<file path="config.mk">
export PLATFORM = sky130hd
export DESIGN_NAME = fifo_wr_arbiter
export DESIGN_NICKNAME = d
export VERILOG_FILES = /design/src/rtl/fifo_wr_arbiter.sv
export SDC_FILE = /design/constraint.sdc
export NUM_CORES = 1
export LEC_CHECK = 0
export CORE_MARGIN = 5
export CORE_UTILIZATION = 43
export DETAILED_ROUTE_END_ITERATION = 8
export GPL_TIMING_DRIVEN = 0
export PLACE_DENSITY = 0.83
export SYNTH_ARGS = -nofsm -noshare
export SYNTH_HDL_FRONTEND = slang
export SYNTH_SLANG_ARGS = --single-unit
</file>
<file path="constraint.sdc">
create_clock -name clk -period 2.88 [get_ports clk]
set_clock_uncertainty 0.15 [all_clocks]
set_input_delay 0.432 -clock clk [delete_from_list [all_inputs] [get_ports clk]]
set_output_delay 0.432 -clock clk [all_outputs]
set_load 0.02 [all_outputs]
</file>
<file path="src/rtl/fifo_wr_arbiter.sv">
// Round-robin arbiter sharing one async FIFO write port between NumReq
// valid/ready requesters; a grant lasts up to MaxBurst accepted beats.
module fifo_wr_arbiter #(
    parameter  int NumReq    = 4,
    parameter  int DataWidth = 4,
    parameter  int MaxBurst  = 4,
    localparam int IdWidth   = $clog2(NumReq)
) (
    input  logic                        clk,
    input  logic                        reset_n,
    input  logic [NumReq-1:0]           req_valid,
    input  logic [NumReq*DataWidth-1:0] req_data,
    output logic [NumReq-1:0]           req_ready,
    output logic                        wvalid,
    output logic [DataWidth-1:0]        wdata,
    input  logic                        wready,
    output logic [IdWidth-1:0]          grant_id,
    output logic                        busy
);

    localparam int CntWidth = $clog2(MaxBurst + 1);

    typedef enum logic [0:0] {
        ST_IDLE  = 1'b0,
        ST_GRANT = 1'b1
    } state_t;

    state_t                state_r, state_s;
    logic [IdWidth-1:0]    owner_r, owner_s;
    logic [IdWidth-1:0]    rr_ptr_r, rr_ptr_s;
    logic [CntWidth-1:0]   beat_cnt_r, beat_cnt_s;
    logic                  busy_s;
    logic                  owner_valid_s;
    logic                  wvalid_s;
    logic                  accept_s;
    logic                  release_s;
    logic [IdWidth-1:0]    next_ptr_s;
    logic [IdWidth-1:0]    pick_base_s;
    logic [IdWidth-1:0]    pick_s;

    // First valid requester at or after base, wrapping modulo NumReq.
    function automatic logic [IdWidth-1:0] rr_pick(
        input logic [NumReq-1:0]  valid,
        input logic [IdWidth-1:0] base
    );
        logic found;
        int   idx;
        rr_pick = base;
        found   = 1'b0;
        for (int k = 0; k < NumReq; k++) begin
            idx = (int'(base) + k) % NumReq;
            if (!found && valid[idx]) begin
                rr_pick = IdWidth'(idx);
                found   = 1'b1;
            end
        end
    endfunction

    // Write-port muxing from the current owner; wready never feeds wvalid.
    always_comb begin
        busy_s        = (state_r == ST_GRANT);
        owner_valid_s = req_valid[owner_r];
        wvalid_s      = busy_s && owner_valid_s;
        accept_s      = wvalid_s && wready;
        wdata         = {DataWidth{1'b0}};
        req_ready     = {NumReq{1'b0}};
        for (int i = 0; i < NumReq; i++) begin
            if (busy_s && (owner_r == IdWidth'(i))) begin
                req_ready[i] = wready;
                if (wvalid_s) begin
                    wdata = req_data[i*DataWidth +: DataWidth];
                end else begin
                    wdata = {DataWidth{1'b0}};
                end
            end else begin
                req_ready[i] = 1'b0;
            end
        end
        wvalid   = wvalid_s;
        busy     = busy_s;
        grant_id = owner_r;
    end

    // Release condition and the pointer the next arbitration scans from.
    always_comb begin
        release_s = (accept_s && (beat_cnt_r == CntWidth'(MaxBurst - 1))) || !owner_valid_s;
        if (owner_r == IdWidth'(NumReq - 1)) begin
            next_ptr_s = {IdWidth{1'b0}};
        end else begin
            next_ptr_s = owner_r + {{(IdWidth-1){1'b0}}, 1'b1};
        end
        if (state_r == ST_GRANT) begin
            pick_base_s = next_ptr_s;
        end else begin
            pick_base_s = rr_ptr_r;
        end
        pick_s = rr_pick(req_valid, pick_base_s);
    end

    // Next-state: grant on request, rotate on burst end or owner drop.
    always_comb begin
        state_s    = state_r;
        owner_s    = owner_r;
        rr_ptr_s   = rr_ptr_r;
        beat_cnt_s = beat_cnt_r;
        case (state_r)
            ST_IDLE: begin
                if (|req_valid) begin
                    owner_s    = pick_s;
                    beat_cnt_s = {CntWidth{1'b0}};
                    state_s    = ST_GRANT;
                end else begin
                    state_s    = ST_IDLE;
                end
            end
            ST_GRANT: begin
                if (release_s) begin
                    rr_ptr_s = next_ptr_s;
                    if (|req_valid) begin
                        owner_s    = pick_s;
                        beat_cnt_s = {CntWidth{1'b0}};
                        state_s    = ST_GRANT;
                    end else begin
                        beat_cnt_s = {CntWidth{1'b0}};
                        state_s    = ST_IDLE;
                    end
                end else if (accept_s) begin
                    beat_cnt_s = beat_cnt_r + {{(CntWidth-1){1'b0}}, 1'b1};
                end else begin
                    beat_cnt_s = beat_cnt_r;
                end
            end
            default: begin
                state_s    = ST_IDLE;
                owner_s    = {IdWidth{1'b0}};
                rr_ptr_s   = {IdWidth{1'b0}};
                beat_cnt_s = {CntWidth{1'b0}};
            end
        endcase
    end

    // State register with asynchronous abort of any grant in progress.
    always_ff @(posedge clk or negedge reset_n) begin
        if (!reset_n) begin
            state_r    <= ST_IDLE;
            owner_r    <= {IdWidth{1'b0}};
            rr_ptr_r   <= {IdWidth{1'b0}};
            beat_cnt_r <= {CntWidth{1'b0}};
        end else begin
            state_r    <= state_s;
            owner_r    <= owner_s;
            rr_ptr_r   <= rr_ptr_s;
            beat_cnt_r <= beat_cnt_s;
        end
    end

endmodule

</file>
==> metrics <==
syn_nets 117; Reg2Reg Depth 7; row cnt 15; cts hold-fix bufs 0; Die X 51.8 um; Final Cycle Share 97.3%; leakage power 0.517 nW; Pint 0.557 mW; post-synthesis cell area 749 um^2; All-Layer GR Usage 15.1%; die area around 2700 um^2; RR Startpoint grant_id[0]; MaxCap Viol Count 0; Peak supply drop 584 uV; Post-CTS Setup Bufs 0; post-synthesis area per instance 8.52 um^2; CTS Sinks 8; dpl cells 139; Port-buffer cells 34; worst setup margin 77.6 ps; pin slew with the least headroom to its limit 319 ps; arrival time at the worst endpoint approximately 2200 ps; Worst-path clk slew 50 ps; # DRC 0; DIE HEIGHT slightly above 50 um; via count 767; Flop pwr share 19.7%; area delta synth->final 49.8%; pwr dens between 800 and 900 nW/um^2; CTS root buffer clkbuf_4; P_sw 0.449 mW; largest net degree at the start of global routing 11; Pre-antenna DRT Iters 4; Reg2Reg Capture Point grant_id[0]; crit start category input pin; Worst setup EP type output port; post-synthesis sequential area ratio 26.7%; Nets 156; first-pass GRT wire length 3.16 mm; H-tree depth 1; Max Fclk 0.357 GHz; Inserted Clock Buffers 3; core box area between 1500 and 2000 um^2; RePlAce Congestion just over 0.8; Worst EP required 2300 ps; outcome finished, final reports clean; Worst R2R Setup Slack 850 ps; Slew headroom 78.1%; vias in the first global route 734; dpl ws -95.2 ps; Period minus WS final 2800 ps; Yosys Warn Count 0; Comb power frac 72.1%; share of layout cells above drive strength 1 16.0%; crit-path max FO 5; Setup CP Type input pin to output port; library cells used by synthesis 31; Filler cells 140; Net Sw Frac around 45%; antenna violations before repair 0; Final Max Tran Viols 0; final count of hold timing violations 0; Antenna Violating Nets Remaining 0; final std cells w/o fill 142; Skew-Pair Late Insertion Delay 250 ps; CTS tree yes; IO Count 35; RSZ-0062 raised after global routing no; Fin Hold WS 305 ps; Finished Core Util 66.4%; Post-DP HPWL 1.55 mm; Power, Total around 1.0 mW; Diodes inserted 0; routed len/inst 13.1 um; Syn Inst Count 88; Hold WC Path Type input pin to async pin; Starting Density 44.4%; vias per cell 5.40; Finish-stage setup viols 0; FF+latch count, synth 8; drt total wl 1.87 mm; clock share of power slightly above 8%; clk buf depth 2; Remaining Overflow, GRT 0; 1st-iter DRT viols 12
synth_stat cells, drive strengths merged:
cell | count | area (um^2)
o21ai | 6 | 30.0
o21a | 1 | 7.51
a21oi | 8 | 40.0
o22a | 1 | 8.76
o22ai | 1 | 6.26
mux2i | 1 | 10.0
dfrtp | 8 | 200
o221a | 1 | 11.3
a21boi | 2 | 37.5
inv | 7 | 26.3
mux4 | 1 | 22.5
or4 | 1 | 7.51
nand3 | 2 | 10.0
mux2 | 3 | 33.8
o311a | 1 | 10.0
nor2 | 5 | 18.8
ha | 6 | 75.1
or3 | 4 | 25.0
nor2b | 2 | 15.0
buf | 2 | 16.3
nand3b | 1 | 7.51
nand4b | 1 | 8.76
maj3 | 1 | 10.0
clkbuf | 1 | 5.00
a22o | 3 | 26.3
nand2 | 13 | 48.8
and2 | 1 | 6.26
and3 | 4 | 25.0
repair_timing:
| action | 4_1_cts | 5_1_grt |
|---|---|---|
| endpoints found under the setup margin | 4 | 4 |
| resized for setup | 10 | 5 |
| pin swaps | 0 | 0 |
routing by layer:
layer	up-vias	global-route usage (%)	share of wire, %
met4	0	3.93	0
met3	0	2.29	7.7
met2	30	27.1	46
met5	-	0	0
met1	346	18.6	46
li1	391	-	-
cells in the final DEF, fill, tap and decap left out, drive strengths merged, types with 2 or more instances in the layout:
| master | Yosys | routed |
|---|---|---|
| nor2 | 5 | 5 |
| inv | 7 | 7 |
| ha | 6 | 6 |
| and3 | 4 | 4 |
| a21boi | 2 | 2 |
| or3 | 4 | 4 |
| dfrtp | 8 | 8 |
| a22o | 3 | 3 |
| o21ai | 6 | 6 |
| a21oi | 8 | 8 |
| nand2 | 13 | 13 |
| clkdlybuf4s50 | 0 | 30 |
| mux2 | 3 | 3 |
| buf | 2 | 4 |
| nand3 | 2 | 2 |
| clkbuf | 1 | 5 |
| nor2b | 2 | 2 |
flip-flops by register name (all words and copies together) (netlist names):
signal      flops
busy            1
grant_id        2
rr_ptr_r        2
beat_cnt_r      3
cell type report:
cell class / instances / area [um^2] / share of cell area (%)
Tap cell: 17 / 21.3 / 1.90
Timing Repair Buffer: 34 / 324 / 28.9
Multi-Input combinational cell: 70 / 504 / 44.9
Buffer: 3 / 21.3 / 1.90
Sequential cell: 8 / 203 / 18.1
Clock buffer: 3 / 22.5 / 2.01
Inverter: 7 / 26.3 / 2.34
logic make-up after synthesis:
group / Yosys count / synth area share, %
AO/OA/AOI/OAI: 24 / 23.7
adder cells (fa/ha/maj): 7 / 11.4
buffers and inverters: 10 / 6.34
flip-flops: 8 / 26.7
multiplexers: 5 / 8.85
AND/OR/NAND/NOR: 34 / 23.0
stage by stage:
stage | instance area (um^2) | TNS, ps
3_5_place_dp | 1110 | -256
6_report | 1120 | 0
4_1_cts | 1140 | 0
5_1_grt | 1120 | 0
2_1_floorplan | 749 | 0
3_3_place_gp | 1110 | -114
worst max path at each step:
stage	slack [ps]	start	endpoint	cells past startpoint
after global placement	-40	grant_id[1]	wdata[2]	8
final	80	req_valid[3]	wvalid	5
after CTS	1	grant_id[0]	wdata[3]	8
after floorplan	370	grant_id[1]	wdata[1]	7
after global routing	2	req_valid[3]	wvalid	5
after detailed placement	-100	grant_id[1]	wdata[1]	8
worst max-delay path, cell delays in order:
cell and delay [ps]:
clkdlybuf4s50_1 480, mux4_2 550, nand2_1 180, inv_1 50
clkdlybuf4s50_1 530
power groups by stage:
stage	Clock (mW)	Combinational (mW)	Sequential (mW)
final	0.0823	0.725	0.198
after global routing	0.0952	0.795	0.208
after CTS	0.0870	0.741	0.198
after detailed placement	0	0.754	0.199
after global placement	0	0.740	0.196
after floorplan	0	0.490	0.207
No activity file was read; power rests on OpenSTA's default activity.
